### config.mk
export PLATFORM = sky130hd
export DESIGN_NAME = mrt_penta_root
export DESIGN_NICKNAME = d
export VERILOG_FILES = /design/src/rtl/mrt_pkg.sv /design/src/rtl/mrt_mont_mul.sv /design/src/rtl/mrt_penta_root.sv
export SDC_FILE = /design/constraint.sdc
export NUM_CORES = 2
export LEC_CHECK = 0
export ABC_AREA = 1
export CAP_MARGIN = 20
export CORE_UTILIZATION = 32
export DETAILED_ROUTE_END_ITERATION = 8
export GPL_ROUTABILITY_DRIVEN = 0
export PLACE_DENSITY = 0.56
export SLEW_MARGIN = 40
export SYNTH_ARGS = -nofsm -noshare
export SYNTH_HDL_FRONTEND = slang
export SYNTH_SLANG_ARGS = --single-unit
### constraint.sdc
create_clock -name clk_i -period 15.1 [get_ports clk_i]
set_input_delay 2.265 -clock clk_i [delete_from_list [all_inputs] [get_ports clk_i]]
set_output_delay 2.265 -clock clk_i [all_outputs]
set_load 0.02 [all_outputs]
### src/rtl/mrt_pkg.sv
// Shared types and constants for the MinRoot datapath: coefficient field,
// Montgomery constants, penta-root exponent and FSM states.
package mrt_pkg;

    localparam int unsigned CoeffW    = 16;
    localparam int unsigned NumCoeffs = 2;

    // p = 12289, R = 2^16; p-1 is not divisible by 5, so x^5 is a bijection.
    localparam logic [CoeffW-1:0] Modulus   = 16'd12289;
    localparam logic [CoeffW-1:0] ModNegInv = 16'd12287;

    localparam int unsigned MulLatency = 3;

    // 5 * 7373 = 3 * (p-1) + 1, so x^7373 is the fifth root.
    localparam int unsigned             PentaExpBits = 13;
    localparam logic [PentaExpBits-1:0] PentaExp     = 13'd7373;

    typedef logic [CoeffW-1:0]           coeff_t;
    typedef coeff_t [NumCoeffs-1:0]      poly_t;

    typedef enum logic [1:0] {IDLE, ISSUE, WAIT, DONE} state_e;

    // REDC(a*b); inputs below 2p keep the pre-subtraction value below 2p.
    function automatic coeff_t mont_redc(input coeff_t a, input coeff_t b);
        logic [2*CoeffW-1:0] t;
        coeff_t              m;
        coeff_t              r;
        t = 32'(a) * 32'(b);
        m = t[CoeffW-1:0] * ModNegInv;
        r = 16'((t + 32'(m) * 32'(Modulus)) >> CoeffW);
        return (r >= Modulus) ? (r - Modulus) : r;
    endfunction

endpackage

### src/rtl/mrt_mont_mul.sv
// Coefficient-wise Montgomery product of two polynomials in evaluation form,
// fixed latency: result-valid exactly Latency cycles after valid_i.
module mrt_mont_mul
    import mrt_pkg::*;
#(
    parameter int unsigned Latency = MulLatency
) (
    input  logic  clk_i,
    input  logic  rst_ni,
    input  logic  valid_i,
    input  poly_t a_i,
    input  poly_t b_i,
    output poly_t r_o,
    output logic  valid_o
);

    poly_t                prod;
    poly_t [Latency-1:0]  pipe_q;
    logic  [Latency-1:0]  vld_q;

    for (genvar gi = 0; gi < NumCoeffs; gi++) begin : g_coeff
        assign prod[gi] = mont_redc(a_i[gi], b_i[gi]);
    end

    always_ff @(posedge clk_i or negedge rst_ni) begin
        if (!rst_ni) begin
            pipe_q <= '0;
            vld_q  <= '0;
        end else begin
            pipe_q[0] <= prod;
            vld_q[0]  <= valid_i;
            for (int i = 1; i < Latency; i++) begin
                pipe_q[i] <= pipe_q[i-1];
                vld_q[i]  <= vld_q[i-1];
            end
        end
    end

    assign r_o     = pipe_q[Latency-1];
    assign valid_o = vld_q[Latency-1];

endmodule

### src/rtl/mrt_penta_root.sv
// Penta-root responder: computes x^Exp by MSB-first square-and-multiply on a
// single shared Montgomery multiplier, with slot-synchronised acceptance.
module mrt_penta_root
    import mrt_pkg::*;
#(
    parameter int unsigned        SyncPeriod = 8,
    parameter int unsigned        MulLatency = mrt_pkg::MulLatency,
    parameter int unsigned        ExpBits    = mrt_pkg::PentaExpBits,
    parameter logic [ExpBits-1:0] Exp        = mrt_pkg::PentaExp
) (
    input  logic  clk_i,
    input  logic  rst_ni,
    input  logic  start_i,
    input  poly_t x_i,
    output logic  sync_o,
    output logic  done_o,
    output poly_t x_o,
    output logic  busy_o,
    output logic  err_o
);

    localparam int unsigned SlotW = (SyncPeriod > 1) ? $clog2(SyncPeriod) : 1;
    localparam int unsigned BitW  = $clog2(ExpBits);

    state_e            state_q, state_d;
    logic [SlotW-1:0]  slot_q, slot_d;
    logic [BitW-1:0]   bit_q, bit_d;
    logic              pend_q, pend_d;
    logic              err_q, err_d;
    poly_t             base_q, base_d;
    poly_t             acc_q, acc_d;
    poly_t             xo_q, xo_d;

    logic              accept;
    logic              mul_valid;
    poly_t             mul_r;

    assign sync_o = (state_q == IDLE) && (slot_q == '0);
    assign done_o = (state_q == DONE);
    assign busy_o = (state_q == ISSUE) || (state_q == WAIT);
    assign err_o  = err_q;
    assign x_o    = xo_q;
    assign accept = start_i && (sync_o || done_o);

    // A pending multiply uses the base; otherwise the accumulator is squared.
    mrt_mont_mul #(
        .Latency (MulLatency)
    ) u_mul (
        .clk_i   (clk_i),
        .rst_ni  (rst_ni),
        .valid_i (state_q == ISSUE),
        .a_i     (acc_q),
        .b_i     (pend_q ? base_q : acc_q),
        .r_o     (mul_r),
        .valid_o (mul_valid)
    );

    always_comb begin
        state_d = state_q;
        slot_d  = (slot_q == SlotW'(SyncPeriod - 1)) ? '0 : slot_q + 1'b1;
        bit_d   = bit_q;
        pend_d  = pend_q;
        err_d   = err_q | (start_i & busy_o);
        base_d  = base_q;
        acc_d   = acc_q;
        xo_d    = xo_q;
        case (state_q)
            IDLE, DONE: begin
                state_d = IDLE;
                if (accept) begin
                    base_d  = x_i;
                    acc_d   = x_i;
                    bit_d   = BitW'(ExpBits - 2);
                    pend_d  = 1'b0;
                    state_d = ISSUE;
                end
            end
            ISSUE: state_d = WAIT;
            WAIT: begin
                if (mul_valid) begin
                    acc_d = mul_r;
                    if (!pend_q && Exp[bit_q]) begin
                        pend_d  = 1'b1;
                        state_d = ISSUE;
                    end else begin
                        pend_d = 1'b0;
                        if (bit_q == '0) begin
                            xo_d    = mul_r;
                            state_d = DONE;
                        end else begin
                            bit_d   = bit_q - 1'b1;
                            state_d = ISSUE;
                        end
                    end
                end
            end
            default: state_d = IDLE;
        endcase
    end

    always_ff @(posedge clk_i or negedge rst_ni) begin
        if (!rst_ni) begin
            state_q <= IDLE;
            slot_q  <= SlotW'(1);
            bit_q   <= '0;
            pend_q  <= 1'b0;
            err_q   <= 1'b0;
            base_q  <= '0;
            acc_q   <= '0;
            xo_q    <= '0;
        end else begin
            state_q <= state_d;
            slot_q  <= slot_d;
            bit_q   <= bit_d;
            pend_q  <= pend_d;
            err_q   <= err_d;
            base_q  <= base_d;
            acc_q   <= acc_d;
            xo_q    <= xo_d;
        end
    end

endmodule

Word-level counts from Yosys, hierarchy flattened --
Memories as Yosys holds them, arrays and structs flattened. Cells that the tools add are included.
Storage, ports and cells: register bits after elaboration 206, bits in latches 0, RAM bits 0, bits in read-only memories 16, input port bits 35, output and inout bits 36, logic and storage cells 82, memories kept 1
Operators by class: add/sub/neg operators 6, multipliers 6, divide/modulo/power cells 0, $lt $le $gt $ge 3, equal/unequal tests 8, shift operators 0, mux-type cells 22, bitwise operators 3, reductions and logical operators 15
Memories:
- (no name shown) | depth 16, bits a word 1, rd ports 1, clocked after memory_dff 0, wr ports 0, RTL line mrt_penta_root.sv:82 | if (!pend_q && Exp[bit_q]) begin
Operators with widths (number):
- $mux 32 | 3
- $add 32x30->32 | 2
- $mul 16x16->32 | 2
- $pmux 32 s2 | 1
- $mul 16x14->30 const B | 2
- $ge 16x14->1 const B | 2
- $mul 16x14->16 const B | 2
- $mux 16 | 2
- $sub 16x14->16 const B | 2
- $mux 4 | 4
- $pmux 4 s2 | 1
- $mux 2 | 3
- $ne 2x2->1 const B | 3
- $pmux 2 s3 | 1
- $lt 4x5->1 const B | 1
- $mux 1 | 5
- $reduce_and 5->1 | 1
- $eq 2x2->1 const B | 2
- $logic_not 4->1 | 1
- $reduce_and 4->1 | 1
- $sub 4x1->4 const B | 1
- $add 3x1->3 const B | 1
- $eq 3x3->1 const B | 1
- $logic_and 1x1->1 | 3
- other kinds (15) | 16

Longest topological paths before layout --
depth after elaboration 7, gate-level depth with buffers 76, gate-level depth less buffers 74

By module --
Synthesis repeated with hierarchy kept, for this count alone.
Second synthesis, totals: cells, all modules 5116, area total of the unflattened synthesis 39759.4 µm²
Modules (own cells, without submodules):
- mrt_mont_mul | times used 1, cells an instance 4484, area each 34509.3 µm²
- mrt_penta_root | times used 1, cells an instance 632, area each 5250.0 µm²

Worst setup path before layout --
Ideal clock, no wire load.
path type flip-flop to flip-flop, start point reg pend_q, end point reg u_mul.pipe_q[8] in the netlist's numbering, arrival 13.367 ns, slack 1.616 ns, cell stages (with the launch flop) 64, buffers on the path 3, clock period less this slack 13.484 ns, cells stage by stage dfrtp_1 > clkinv_1 > clkbuf_1 > nand2_1 > o21a_1 > clkbuf_1 > inv_1 > nor2_1 > fa_1 > fa_1 > ha_1 > fa_1 > inv_1 > fa_1 > fa_1 > inv_1 > ha_1 > nand2_1 > (+28 left out) > fa_1 > ha_1 > ha_1 > ha_1 > nand2_1 > nor2_1 > nand2_1 > nor3_2 > o21ai_2 > nand2_1 > nand2_1 > nand2_2 > nand2_2 > nor2_4 > nand3_2 > buf_4 > nand4_1 > nand2_1
RTL lines:
- from (decl) | RTL line mrt_penta_root.sv:28 | logic pend_q, pend_d;
- from (signal assigned) | RTL line mrt_penta_root.sv:115 | pend_q <= pend_d;
- to (signal, indexed assignment) | RTL line mrt_mont_mul.sv:33 | pipe_q[i] <= pipe_q[i-1];
- to (decl) | RTL line mrt_mont_mul.sv:18 | poly_t [Latency-1:0] pipe_q;

==> flow_metrics.tcl <==
set metrics [dict create \
    clk-insertion-delay-late_ns 0.51 \
    syn-mean-instance-area_um2 7.919 \
    timing.critical_path.required_ns 15.47 \
    cts-hold-fix-buffers 0 \
    design_area_um2 42320 \
    worstMarginPinSlew_ns 0.7966 \
    numCtsBuffers 20 \
    dpl.hpwl_um 97670 \
    post_synth_instance_area_um2 38600 \
    mostFrequentLayoutCell "nand2_1" \
    critical_path_arrival_ns 14.54 \
    drtAntennaViolNets 0 \
    synth_to_final_area_change_pct 9.639 \
    layout_utilization 0.3533 \
    wl_um 114600 \
    io_pins 71 \
    cts.htree.levels 1 \
    core_area_um2 119800 \
    drt_iter0_markers 2412 \
    maxCapViolCount 0 \
    finalSetupViolCount 0 \
    worst-r2r-setup-slack_ns 0.93 \
    syn_inst 4875 \
    final_layout_size_suffix_gt1_frac 0.04483 \
    total_placed_instance_area_um2 41510 \
    synthesis.yosys.warnings 0 \
    most-common-layout-cells "nand2_1, inv_1, ha_1, fa_1, nor2_1" \
    worst_setup_hold_path_clk_slew_ns 0.07 \
    synth.ff_latch_count 206 \
    postSynth.topFlopCell "dfrtp_1" \
    antenna_found_initial 1 \
    setup_total_negative_slack_ns 0 \
    route.detailed.drc 0 \
    cp_common_cell "fa_1" \
    first_pass_grt_wire_length_um 180200 \
    endpoint "u_mul.pipe_q[24]" \
    grt_setup_unrepaired "no" \
    first_global_vias 31226 \
    floorplan_die_height_um 349.3 \
    route.detailed.wl_per_inst_um 17.45 \
    achievable-frequency_mhz 70.59 \
    drt-vias-per-instance 4.744 \
    worstSetupEndpointType "flip-flop" \
    timing.final.crit_share 0.9381 \
    yosysUniqueCellTypes 57 \
    share_of_synthesized_registers_carrying_an_async_set_or_reset 1.000 \
    critPathKind "reg2reg" \
    dieWidth_um 349.3 \
    grt_util_all_layers 0.1906 \
    crit_path_start_kind "flip-flop" \
    layout_skew_ns 0.02190 \
    tritoncts_num_sinks 206 \
    grt.overflow.total 0 \
    num-nets-final 6078 \
    buffer_ports.inserted 70 \
    worst_r2r_startpoint "pend_q" \
    timing_max_transition_violations_final 0 \
    timing.critical_path.slowest_stage_cell "fa_1" \
    holdCritPathClass "reg2reg" \
    n_diodes 0 \
    placement_rows 127 \
    synth_edf_count 0 \
    finalHoldViolations 0 \
    initial_core_util 0.3222 \
    vias 31141 \
    worst_path_largest_cell_delay_ns 0.56 \
    finalCriticalPeriod_ns 14.17 \
    r2r-end "u_mul.pipe_q[24]" \
    reg2reg_depth 55 \
    largest_net_degree_at_the_start_of_global_routing 82 \
    max-clock-path-buffers 3 \
    status "complete, no violations" \
    slew_headroom 0.4633 \
    n_fill_cell 12617 \
    cts_root_buffer "clkbuf_16" \
    seq_area_frac_synth 0.1336 \
    worst_setup_path_startpoint "pend_q" \
    synthesis.nets 6015 \
    crit_fanout 35 \
    drt_first_pass_iters 6 \
    cts_tree "yes" \
    die_area_um2 122000 \
]
-- Yosys cell counts, drive strengths merged, types with 2 or more instances --
cell / count / area (um^2)
a21boi: 2 / 15.01
a21o: 11 / 82.58
a21oi: 124 / 639.4
a31o: 2 / 17.52
a31oi: 11 / 68.82
and2: 3 / 18.77
and3: 3 / 18.77
buf: 12 / 73.82
clkbuf: 101 / 381.6
clkinv: 10 / 38.78
dfrtp: 205 / 5130
fa: 544 / 10890
ha: 561 / 7019
inv: 1089 / 4088
nand2: 1209 / 4613
nand3: 138 / 760.7
nand3b: 13 / 97.59
nand4: 47 / 294.0
nor2: 398 / 1572
nor3: 20 / 115.1
nor4: 8 / 56.30
o2111ai: 2 / 17.52
o211ai: 40 / 300.3
o21a: 25 / 187.7
o21ai: 129 / 653.1
o21bai: 23 / 172.7
or2: 5 / 31.28
xnor2: 38 / 332.8
xor2: 92 / 805.8
-- registers in the layout, summed over array words and instances (netlist names) --
register and count:
base_q 32, state_q 2, x_o 32, u_mul.pipe_q 64
bit_q 4, pend_q 1, err_o 1, u_mul.vld_q 3
slot_q 3, u_mul.r_o 32, acc_q 32
-- kinds of logic after synthesis --
group | Yosys count | share of synthesized area
xor+xnor | 131 | 0.03011
buf+inv | 1212 | 0.1187
fa+ha+maj | 1105 | 0.4639
compound gates | 375 | 0.05705
flops | 206 | 0.1336
simple gates | 1846 | 0.1966
-- stage by stage --
stage | std cells | hold slack [ns] | setup slack (ns)
floorplan | 4875 | 0.3312 | 1.616
global placement | 6527 | 0.3314 | 0.1068
detailed placement | 6527 | 0.3347 | 0.1706
CTS | 6563 | 0.3429 | 0.008386
global route | 6564 | 0.3504 | 0.07958
finish | 6564 | 0.3419 | 0.9345
-- worst min path at each step --
| stage | slack [ns] | to | cells after the start | start |
|---|---|---|---|---|
| 3_3_place_gp | 0.33 | u_mul.r_o[22] | 0 | u_mul.pipe_q[54] |
| 2_1_floorplan | 0.33 | u_mul.pipe_q[32] | 0 | u_mul.pipe_q[0] |
| 3_5_place_dp | 0.33 | u_mul.pipe_q[59] | 0 | u_mul.pipe_q[27] |
| 6_report | 0.34 | u_mul.pipe_q[42] | 0 | u_mul.pipe_q[10] |
| 5_1_grt | 0.35 | u_mul.pipe_q[42] | 0 | u_mul.pipe_q[10] |
| 4_1_cts | 0.34 | u_mul.pipe_q[42] | 0 | u_mul.pipe_q[10] |
-- layout make-up --
class                      instances  area, um^2  share of cell area
multi-input combinational       3457       28930              0.6836
sequential                       206        5157              0.1219
inverter                        1099        4138             0.09776
tap                             1612        2017             0.04765
timing repair buffer             154        1356             0.03205
clock buffer                      26       584.3             0.01381
clock inverter                    10       140.1            0.003311
-- timing repair --
item | in CTS | in global routing
setup endpoints to repair | 0 | 32
setup buffers | 0 | 1
gates resized for setup | 0 | 21
endpoints found under the hold margin | 0 | 0
-- worst max-delay path, delay by kind of cell (launching register included) --
family / cells / cell delay [ns]
flops: 1 / 0.49
buf+inv: 12 / 1.58
simple gates: 18 / 2.57
xor+xnor: 3 / 0.66
fa+ha+maj: 20 / 7.97
compound gates: 2 / 0.73
-- routing by layer --
metal / GRT usage / vias to the layer above / share of wire
met5: 0 / - / 0
met4: 0.03446 / 0 / 0.020
met3: 0.02688 / 114 / 0.065
met2: 0.2879 / 886 / 0.43
met1: 0.2883 / 15239 / 0.49
li1: - / 14902 / -
Power is not shown: default switching activity piles up to over one toggle a cycle in this logic, so the estimate is an artifact.
